## src/rtl/vga_pkg.sv

```systemverilog
// Shared 640x480 timing constants and the lock-state encoding for the VGA sync receiver.
package vga_pkg;

    localparam int H_ACTIVE     = 640;
    localparam int H_SYNC_START = 656;
    localparam int H_SYNC_END   = 752;
    localparam int H_TOTAL      = 800;

    localparam int V_ACTIVE     = 480;
    localparam int V_SYNC_START = 490;
    localparam int V_SYNC_END   = 492;
    localparam int V_TOTAL      = 525;

    typedef enum logic [1:0] {
        SEARCH = 2'd0,
        CHECK  = 2'd1,
        LOCKED = 2'd2
    } lock_state_t;

endpackage

```

## src/rtl/vga_sync_rx_if.sv

```systemverilog
// Sync/DE inputs and recovered coordinate/status outputs of the VGA sync receiver.
interface vga_sync_rx_if #(
    parameter int CORDW = 10,
    parameter int MEASW = 12
);
    logic             hsync;
    logic             vsync;
    logic             de;
    logic             pix_valid;
    logic [CORDW-1:0] sx;
    logic [CORDW-1:0] sy;
    logic             frame_start;
    logic [MEASW-1:0] h_total;
    logic [MEASW-1:0] v_total;
    logic             locked;
    logic             err;

    modport master (
        output hsync, vsync, de,
        input  pix_valid, sx, sy, frame_start, h_total, v_total, locked, err
    );

    modport slave (
        input  hsync, vsync, de,
        output pix_valid, sx, sy, frame_start, h_total, v_total, locked, err
    );
endinterface

```

## src/rtl/sync_edge_det.sv

```systemverilog
// Registers one timing input and flags its rising/falling transitions one cycle later.
module sync_edge_det (
    input  logic clk_pix,
    input  logic rst,
    input  logic d,
    output logic q,
    output logic rise,
    output logic fall
);
    logic q_prev;

    always_ff @(posedge clk_pix or posedge rst) begin
        if (rst) begin
            q      <= 1'b0;
            q_prev <= 1'b0;
        end else begin
            q      <= d;
            q_prev <= q;
        end
    end

    assign rise = q & ~q_prev;
    assign fall = ~q & q_prev;
endmodule

```

## src/rtl/vga_sync_rx.sv

```systemverilog
// VGA sync receiver: recovers sx/sy from hsync/vsync/de, measures line/frame periods, tracks lock.
//   state  | meaning
//   SEARCH | no frame boundary seen yet (after reset or line timeout)
//   CHECK  | counting consecutive good frames toward lock
//   LOCKED | timing matches the expected format
module vga_sync_rx #(
    parameter int CORDW       = 10,
    parameter int MEASW       = 12,
    parameter int H_ACTIVE    = vga_pkg::H_ACTIVE,
    parameter int V_ACTIVE    = vga_pkg::V_ACTIVE,
    parameter int H_TOTAL     = vga_pkg::H_TOTAL,
    parameter int V_TOTAL     = vga_pkg::V_TOTAL,
    parameter int LOCK_FRAMES = 2
) (
    input logic          clk_pix,
    input logic          rst,
    vga_sync_rx_if.slave bus
);
    import vga_pkg::*;

    localparam int               GCW      = $clog2(LOCK_FRAMES + 1);
    localparam logic [MEASW-1:0] MEAS_MAX = '1;
    localparam logic [CORDW-1:0] CORD_MAX = '1;
    localparam logic [MEASW-1:0] TIMEOUT  = MEASW'(2 * H_TOTAL);

    logic hs_q, hs_rise, hs_fall;
    logic vs_q, vs_rise, vs_fall;
    logic de_q, de_rise, de_fall;
    logic unused_sync;

    sync_edge_det u_hs (.clk_pix(clk_pix), .rst(rst), .d(bus.hsync), .q(hs_q), .rise(hs_rise), .fall(hs_fall));
    sync_edge_det u_vs (.clk_pix(clk_pix), .rst(rst), .d(bus.vsync), .q(vs_q), .rise(vs_rise), .fall(vs_fall));
    sync_edge_det u_de (.clk_pix(clk_pix), .rst(rst), .d(bus.de),    .q(de_q), .rise(de_rise), .fall(de_fall));

    assign unused_sync = ^{hs_q, hs_rise, vs_q, vs_rise};

    logic [CORDW-1:0] sx_r, sy_r, sx_o, sy_o;
    logic [MEASW-1:0] hcnt, vcnt, run_cnt, h_total_r, v_total_r;
    logic             pix_valid_r, frame_start_r, err_r;
    logic             seen_line, frame_bad;

    logic [MEASW-1:0] h_meas, vcnt_nxt;
    logic [CORDW:0]   lines_now;
    logic             h_bad, w_bad, frame_good, timeout;

    assign h_meas    = (hcnt == MEAS_MAX) ? MEAS_MAX : hcnt + 1'b1;
    assign h_bad     = hs_fall && seen_line && (h_meas != MEASW'(H_TOTAL));
    assign w_bad     = de_fall && (run_cnt != MEASW'(H_ACTIVE));
    assign vcnt_nxt  = (hs_fall && (vcnt != MEAS_MAX)) ? vcnt + 1'b1 : vcnt;
    // A de_fall coinciding with vs_fall still closes a line of the ending frame.
    assign lines_now = {1'b0, sy_r} + {{CORDW{1'b0}}, de_fall};
    assign frame_good = !(frame_bad || h_bad || w_bad
                          || (vcnt_nxt != MEASW'(V_TOTAL))
                          || (lines_now != (CORDW+1)'(V_ACTIVE)));
    assign timeout   = (hcnt == TIMEOUT) && !hs_fall;

    always_ff @(posedge clk_pix or posedge rst) begin
        if (rst) begin
            sx_r          <= '0;
            sy_r          <= '0;
            sx_o          <= '0;
            sy_o          <= '0;
            hcnt          <= '0;
            vcnt          <= '0;
            run_cnt       <= '0;
            h_total_r     <= '0;
            v_total_r     <= '0;
            pix_valid_r   <= 1'b0;
            frame_start_r <= 1'b0;
            seen_line     <= 1'b0;
            frame_bad     <= 1'b0;
        end else begin
            pix_valid_r   <= de_q;
            frame_start_r <= vs_fall;

            if (de_q) begin
                sx_o <= sx_r;
                sy_o <= sy_r;
                sx_r <= sx_r + 1'b1;
            end else if (de_fall) begin
                sx_r <= '0;
            end

            if (vs_fall)
                sy_r <= '0;
            else if (de_fall && (sy_r != CORD_MAX))
                sy_r <= sy_r + 1'b1;

            if (de_rise)
                run_cnt <= MEASW'(1);
            else if (de_q && (run_cnt != MEAS_MAX))
                run_cnt <= run_cnt + 1'b1;

            if (hs_fall) begin
                h_total_r <= h_meas;
                hcnt      <= '0;
                seen_line <= 1'b1;
            end else if (hcnt != MEAS_MAX) begin
                hcnt <= hcnt + 1'b1;
            end

            if (vs_fall) begin
                v_total_r <= vcnt_nxt;
                vcnt      <= '0;
                frame_bad <= 1'b0;
            end else begin
                vcnt <= vcnt_nxt;
                if (h_bad || w_bad)
                    frame_bad <= 1'b1;
            end
        end
    end

    lock_state_t      state_q, state_d;
    logic [GCW-1:0]   good_cnt_q, good_cnt_d;
    logic [GCW:0]     good_inc;
    logic             err_d;

    assign good_inc = {1'b0, good_cnt_q} + 1'b1;

    always_ff @(posedge clk_pix or posedge rst) begin
        if (rst) begin
            state_q    <= SEARCH;
            good_cnt_q <= '0;
            err_r      <= 1'b0;
        end else begin
            state_q    <= state_d;
            good_cnt_q <= good_cnt_d;
            err_r      <= err_d;
        end
    end

    always_comb begin
        state_d    = state_q;
        good_cnt_d = good_cnt_q;
        err_d      = 1'b0;
        if (timeout) begin
            state_d    = SEARCH;
            good_cnt_d = '0;
            err_d      = (state_q == LOCKED);
        end else if (vs_fall) begin
            case (state_q)
                SEARCH: begin
                    state_d    = CHECK;
                    good_cnt_d = '0;
                end
                CHECK: begin
                    if (!frame_good) begin
                        good_cnt_d = '0;
                    end else if (good_inc >= (GCW+1)'(LOCK_FRAMES)) begin
                        state_d    = LOCKED;
                        good_cnt_d = '0;
                    end else begin
                        good_cnt_d = good_inc[GCW-1:0];
                    end
                end
                LOCKED: begin
                    if (!frame_good) begin
                        state_d    = CHECK;
                        good_cnt_d = '0;
                        err_d      = 1'b1;
                    end
                end
                default: begin
                    state_d    = SEARCH;
                    good_cnt_d = '0;
                end
            endcase
        end
    end

    assign bus.pix_valid   = pix_valid_r;
    assign bus.sx          = sx_o;
    assign bus.sy          = sy_o;
    assign bus.frame_start = frame_start_r;
    assign bus.h_total     = h_total_r;
    assign bus.v_total     = v_total_r;
    assign bus.locked      = (state_q == LOCKED);
    assign bus.err         = err_r;
endmodule

```

## src/flat_wrapper.sv

```systemverilog
// flat-port wrapper written by rule: the top's interface ports become plain ports
module vga_sync_rx_flat import vga_pkg::*;
#(
    parameter int CORDW       = 10,
    parameter int MEASW       = 12,
    parameter int H_ACTIVE    = vga_pkg::H_ACTIVE,
    parameter int V_ACTIVE    = vga_pkg::V_ACTIVE,
    parameter int H_TOTAL     = vga_pkg::H_TOTAL,
    parameter int V_TOTAL     = vga_pkg::V_TOTAL,
    parameter int LOCK_FRAMES = 2
)
  (clk_pix, rst, bus_hsync, bus_vsync, bus_de, bus_pix_valid, bus_sx, bus_sy, bus_frame_start, bus_h_total, bus_v_total, bus_locked, bus_err);
  vga_sync_rx_if #(.CORDW(CORDW), .MEASW(MEASW)) bus_i ();
  input logic clk_pix;
  input logic rst;
  input wire logic [$bits(bus_i.hsync)-1:0] bus_hsync;
  input wire logic [$bits(bus_i.vsync)-1:0] bus_vsync;
  input wire logic [$bits(bus_i.de)-1:0] bus_de;
  output wire logic [$bits(bus_i.pix_valid)-1:0] bus_pix_valid;
  output wire logic [$bits(bus_i.sx)-1:0] bus_sx;
  output wire logic [$bits(bus_i.sy)-1:0] bus_sy;
  output wire logic [$bits(bus_i.frame_start)-1:0] bus_frame_start;
  output wire logic [$bits(bus_i.h_total)-1:0] bus_h_total;
  output wire logic [$bits(bus_i.v_total)-1:0] bus_v_total;
  output wire logic [$bits(bus_i.locked)-1:0] bus_locked;
  output wire logic [$bits(bus_i.err)-1:0] bus_err;
  assign bus_i.hsync = bus_hsync;
  assign bus_i.vsync = bus_vsync;
  assign bus_i.de = bus_de;
  assign bus_pix_valid = bus_i.pix_valid;
  assign bus_sx = bus_i.sx;
  assign bus_sy = bus_i.sy;
  assign bus_frame_start = bus_i.frame_start;
  assign bus_h_total = bus_i.h_total;
  assign bus_v_total = bus_i.v_total;
  assign bus_locked = bus_i.locked;
  assign bus_err = bus_i.err;
  vga_sync_rx #(.CORDW(CORDW), .MEASW(MEASW), .H_ACTIVE(H_ACTIVE), .V_ACTIVE(V_ACTIVE), .H_TOTAL(H_TOTAL), .V_TOTAL(V_TOTAL), .LOCK_FRAMES(LOCK_FRAMES)) u_core (.clk_pix(clk_pix), .rst(rst), .bus(bus_i));
endmodule
```

## config.mk

```make
export PLATFORM = sky130hd
export DESIGN_NAME = vga_sync_rx_flat
export DESIGN_NICKNAME = d
export VERILOG_FILES = /design/src/rtl/vga_pkg.sv /design/src/rtl/vga_sync_rx_if.sv /design/src/rtl/sync_edge_det.sv /design/src/rtl/vga_sync_rx.sv /design/src/flat_wrapper.sv
export SDC_FILE = /design/constraint.sdc
export NUM_CORES = 1
export LEC_CHECK = 0
export BUFFER_PORTS_ARGS = -buffer_cell sky130_fd_sc_hd__buf_2
export CAP_MARGIN = 10
export CORE_ASPECT_RATIO = 1.2
export CORE_UTILIZATION = 30
export CTS_BUF_LIST = sky130_fd_sc_hd__clkbuf_4 sky130_fd_sc_hd__clkbuf_8
export CTS_CLUSTER_SIZE = 40
export DETAILED_ROUTE_END_ITERATION = 8
export PLACE_DENSITY = 0.59
export SLEW_MARGIN = 20
export SYNTH_ARGS = -nofsm -noshare
export SYNTH_HDL_FRONTEND = slang
export SYNTH_SLANG_ARGS = --single-unit
```

## constraint.sdc

```tcl
create_clock -name clk_pix -period 3 [get_ports clk_pix]
set_clock_uncertainty 0.1 [all_clocks]
set_input_delay 0 -clock clk_pix [delete_from_list [all_inputs] [get_ports clk_pix]]
set_output_delay 0 -clock clk_pix [all_outputs]
set_load 0.02 [all_outputs]
```

# [Yosys cells after proc, flatten, opt, wreduce, memory -nomap -nowiden]
# Index checks and enable logic that the tools add are counted.
[op_classes] add_sub_neg=7 order_cmp=1 n_eq_ne=15 mux=29 bitwise_logic=8 n_reduce_logical=22
[ops] op="$mux 12" count=7
[ops] op="$mux 10" count=4
[ops] op="$add 12x1->12 const B" count=3
[ops] op="$ne 12x10->1 const B" count=3
[ops] op="$ne 12x12->1 const B" count=3
[ops] op="$add 10x1->10 const B" count=2
[ops] op="$mux 2" count=10
[ops] op="$eq 12x11->1 const B" count=1
[ops] op="$eq 12x12->1 const B" count=1
[ops] op="$reduce_bool 2->1" count=6
[ops] op="$add 10x1->11" count=1
[ops] op="$ne 11x9->1 const B" count=1
[ops] op="$ne 10x10->1 const B" count=1
[ops] op="$logic_and 1x1->1" count=7
[ops] op="$mux 1" count=6
[ops] op="$ne 3x1->1 const B" count=2
[ops] op="$pmux 2 s3" count=1
[ops] op="$logic_or 1x1->1" count=5
[ops] op="$and 1x1->1" count=4
[ops] op="$not 1->1" count=4
[ops] op="$pmux 2 s2" count=1
[ops] op="$reduce_and 4->1" count=1
[ops] op="$add 2x1->3 const B" count=1
[ops] op="$ge 3x2->1 const B" count=1
[ops] op="other kinds (6)" count=6
[totals] regBits=114 in_bits=5 output_inout_bits=48

# [Depth between registers and ports, before layout]
[depth] word_depth=12 ltp_mapped=13 ltp_nobuf=12

# [Hierarchy]
# A second synthesis with hierarchy kept.
[hier_totals] cells_unflattened=530 hier_area_um2=5564.1
[modules_own_cells] module="vga_sync_rx" n_inst=1 cells_each=515 area_per_inst_um2=5357.6
[modules_own_cells] module="sync_edge_det" n_inst=3 cells_each=5 area_per_inst_um2=68.8

# [Least setup slack after synthesis]
# Ideal clock, no wire load.
[synth_timing] kind="register to register" from="register u_core.u_de.q" to="register u_core.state_q[0]" setup_ns=0.123 arrival_time_ns=2.608 t_required_ns=2.777 setup_slack_ns=0.169 path_stages_with_launch=14 n_path_buf=1 path_cell_list="dfrtp_1 clkbuf_1 inv_2 nand2_1 inv_1 ha_1 ha_1 nor4_1 o2111ai_1 nor4_1 o2111ai_1 nor4_1 a32o_1 a21oi_1"
[synth_between] elab_chain_len=8 elab_cells_between_ends=11
[synth_lines] element="start, declared" line="sync_edge_det.sv:6" text="output logic q,"
[synth_lines] element="start signal, assigned" line="sync_edge_det.sv:14" text="q <= 1'b0;"
[synth_lines] element="start signal, assigned" line="sync_edge_det.sv:17" text="q <= d;"
[synth_lines] element="$not 1->1 (*)" line="sync_edge_det.sv:23" text="assign fall = ~q & q_prev;"
[synth_lines] element="$and 1x1->1 (*)" line="sync_edge_det.sv:23"
[synth_lines] element="branches (longest 3 deep; another with $add 10x1->11)"
[synth_lines] element="$logic_or 1x1->1 (*)" line="vga_sync_rx.sv:54" text="|| (lines_now != (CORDW+1)'(V_ACTIVE)));"
[synth_lines] element="$ne 3x2->1 (no line) or $ne 3x1->1 (tied branches)"
[synth_lines] element="$reduce_and 4->1 (no line) (*)"
[synth_lines] element="end signal, assigned" line="vga_sync_rx.sv:127" text="state_q <= state_d;"
[synth_lines] element="end, declared" line="vga_sync_rx.sv:114" text="lock_state_t state_q, state_d;"
# Mark *: on every way between the ends.
# A chain may end at the register's enable or synchronous reset.

# [Worst setup path in the final report]
[layout_timing] from="register u_core.u_de.q" to="register u_core.good_cnt_q[1]"
[layout_between] elab_chain_len=10 elab_cells_between_ends=14
[layout_lines] element="$not 1->1 (*)" line="sync_edge_det.sv:23"
[layout_lines] element="$and 1x1->1 (*)" line="sync_edge_det.sv:23"
[layout_lines] element="branches (longest 3 deep; another with $add 10x1->11)"
[layout_lines] element="$logic_or 1x1->1 (*)" line="vga_sync_rx.sv:54"
[layout_lines] element="$mux 2" line="vga_sync_rx.sv:148" text="if (!frame_good) begin"
[layout_lines] element="$pmux 2 s2" line="vga_sync_rx.sv:142" text="case (state_q)"
[layout_lines] element="$mux 2" line="vga_sync_rx.sv:141" text="end else if (vs_fall) begin"
[layout_lines] element="$mux 2" line="vga_sync_rx.sv:137" text="if (timeout) begin"
[layout_lines] element="end signal, assigned" line="vga_sync_rx.sv:128" text="good_cnt_q <= good_cnt_d;"
[layout_lines] element="end, declared" line="vga_sync_rx.sv:115" text="logic [GCW-1:0] good_cnt_q, good_cnt_d;"
# Mark *: on every way between the ends. The select of a mux whose other input is x is not followed.

==> flow_metrics.tcl <==
set metrics [dict create \
    rsz0062_at_grt "false" \
    most-common-layout-cells "114 x dfrtp_1, 68 x nor2_1, 63 x nand2_1" \
    fin_setup_tns_ns 0 \
    first_pass_iters 4 \
    synth.area.top_cells "dfrtp_1 53%, nor2_1 4.8%, nand2_1 4.4%, mux2_2 4.2%, o21ai_0 4.1%" \
    clkLatencyLatePin_ns 0.44 \
    critical_path_class "flop to flop" \
    fin_util 0.368 \
    grt_usage 0.141 \
    clockRootBuffer "clkbuf_8" \
    ys_seq_elements 114 \
    synth_enable_flop_cells 0 \
    dp_hpwl_mm 8.31 \
    period_share 0.904 \
    cts.sinks 114 \
    grt_use_met3 0.0372 \
    cts_buffers 17 \
    grt_pass1_wl_mm 20.0 \
    post_drt_wl_per_cell_um 14.2 \
    outcome "finished clean" \
    synth.distinct_cells 50 \
    grt.met1_usage 0.173 \
    num_rows 53 \
    synth_top_area_cell "dfrtp_1" \
    h-tree-depth 4 \
    finalSetupViolCount 0 \
    max_cap_violations 0 \
    place_congestion 0.892 \
    p_leak_nw 3.05 \
    clk_pin_slew_ns 0.07 \
    area_growth_pct 20.1 \
    slew_headroom 0.580 \
    async_flop_share 1.00 \
    worst_setup_path_start_kind "flop" \
    tritoncts "done" \
    final_common_cell "dfrtp_1" \
    cts_max_path_buffers 2 \
    syn_avg_cell_area_um2 10.0 \
    pwr_density_cell_nw_per_um2 602 \
    final_nets 620 \
    tightest_slew_ns 0.626 \
    grt_pass1_vias 4174 \
    gr-total-overflow 0 \
    numPortBuffers 52 \
    synth.top_cell.area_share 0.531 \
    cts_setup_buffers 0 \
    cp-end-kind "flop" \
    cp.required_ns 3.27 \
    core_um2 17500 \
    synth_flop_cell "dfrtp_1" \
    grt-busiest-layer "met2" \
    via_per_inst 4.88 \
    ant_nets 0 \
    syn_area_um2 5370 \
    use_met2 0.228 \
    maxSlewViolCount 0 \
    path_max_fanout 6 \
    grt_antenna_before_repair 0 \
    grt_max_degree 60 \
    start_util 0.307 \
    cp_data_arrival_time_ns 2.98 \
    via_count 4084 \
    drt_iter0_drc 158 \
    hp-class "primary input to flop" \
    yosys_warnings 0 \
    synthesis.nets 553 \
    io_pins 53 \
    seq_area_frac_synth 0.531 \
    dieArea_um2 18400 \
    drc_errors 0 \
    fmaxAchievable_ghz 0.369 \
    hold_violations 0 \
    antenna_cells 0 \
    die_h_um 149 \
    die_x_um 124 \
    vdd_ir_drop_max_mv 0.297 \
    postSynthCellCount 537 \
    layout-drive-gt1-share 0.207 \
    finalCriticalPeriod_ns 2.71 \
    wirelength_mm 11.8 \
]
==> stage by stage <==
step                hold WS, ns  setup WS, ns  area (µm²)  cells  power, mW
floorplan               -0.0686         0.169        5370    537       2.10
CTS                      0.0711         0.260        6440    837       3.94
global placement        -0.0874         0.372        5930    800       2.24
detailed placement      -0.0832         0.257        5930    800       2.27
finish                   0.0973         0.288        6450    837       3.88
global route             0.0772       0.00817        6450    837       4.07
==> layer usage <==
metal  wire (µm)  part of all wire
met5           0                 0
met4         223             0.019
met3         442             0.037
met2        5880              0.50
met1        5300              0.45
==> cell families (layout without fill, tap and decap cells) <==
| family | Yosys count | in the layout | synth area share |
|---|---|---|---|
| AO/OA/AOI/OAI | 82 | 82 | 0.0949 |
| buffers and inverters | 40 | 120 | 0.0282 |
| multiplexers | 28 | 28 | 0.0569 |
| XOR/XNOR | 34 | 34 | 0.0555 |
| adder cells (fa/ha/maj) | 11 | 11 | 0.0256 |
| flip-flops | 114 | 114 | 0.531 |
| AND/OR/NAND/NOR | 228 | 228 | 0.207 |
==> critical path, cell delays in order (launching register included) <==
cell and delay (ns):
dfrtp_1 0.36, inv_2 0.04, nand2_1 0.07, inv_1 0.08
ha_1 0.23, ha_1 0.30, nor4_1 0.17, o2111ai_1 0.15
nor4_1 0.21, o2111ai_1 0.27, nor4_4 0.36, nand4_1 0.17
o21ai_1 0.15
==> final cells by class <==
type                            instances  area (µm²)
Fill cell                            1803       11100
Sequential cell                       114        2850
Multi-Input combinational cell        383        2370
Timing Repair Buffer                   69         413
Clock buffer                           23         310
Tap cell                              220         275
Clock inverter                          9         150
Inverter                               19        75.1
==> sequential cells by signal, indices dropped and copies added, names as in the netlist, 2 cells and up <==
name / cells
u_core.bus.sx: 10
u_core.bus.sy: 10
u_core.vcnt: 12
u_core.hcnt: 12
u_core.sx_r: 10
u_core.run_cnt: 12
u_core.sy_r: 10
u_core.bus.h_total: 12
u_core.state_q: 2
u_core.bus.v_total: 12
u_core.good_cnt_q: 2
==> synthesized netlist by cell type, types with 2 or more instances <==
| cell | count |
|---|---|
| dfrtp_1 | 114 |
| nor2_1 | 68 |
| nand2_1 | 63 |
| o21ai_0 | 44 |
| nand3_1 | 30 |
| clkbuf_1 | 20 |
| mux2_2 | 20 |
| xor2_1 | 20 |
| inv_1 | 17 |
| nand4_1 | 16 |
| xnor2_1 | 14 |
| ha_1 | 11 |
| mux2i_1 | 8 |
| a21oi_1 | 6 |
| and2_1 | 6 |
| and3_1 | 6 |
| nor3_1 | 6 |
| nor4_1 | 6 |
| nand2b_1 | 5 |
| nor2b_1 | 5 |
| a31oi_1 | 4 |
| o21ai_1 | 4 |
| o31ai_1 | 4 |
| a31o_2 | 3 |
| and4_1 | 3 |
| o211ai_1 | 3 |
| or3_1 | 3 |
| a32oi_1 | 2 |
| and3b_1 | 2 |
| and4b_1 | 2 |
| o2111ai_1 | 2 |
| o31a_1 | 2 |
==> final timing paths <==
check / from / end / slack (ns) / cells after the start
max: u_core.u_de.q / u_core.good_cnt_q[1] / 0.29 / 12
min: bus_hsync / u_core.u_hs.q / 0.1 / 2
max reg2reg: u_core.u_de.q / u_core.good_cnt_q[1] / 0.29 / 12
min reg2reg: u_core.u_vs.q / u_core.u_vs.q_prev / 0.27 / 0
max in group asynchronous: rst / u_core.vcnt[11] / 1.38 / 5
min in group asynchronous: rst / u_core.bus.sx[4] / 0.59 / 4
==> power breakdown <==
group	total, mW	internal, mW	leakage, nW	switching [mW]
Sequential	1.76	1.64	1.53	0.116
Combinational	0.478	0.181	1.29	0.297
Clock	1.64	1.02	0.231	0.623
Total	3.88	2.85	3.05	1.04
==> timing repair <==
| item | CTS | global route |
|---|---|---|
| resized for setup | 0 | 1 |
| endpoints found under the setup margin | 0 | 2 |
| hold buffers | 5 | 0 |
| endpoints found under the hold margin | 117 | 0 |
Note: power is estimated with default switching activity, not from simulation.
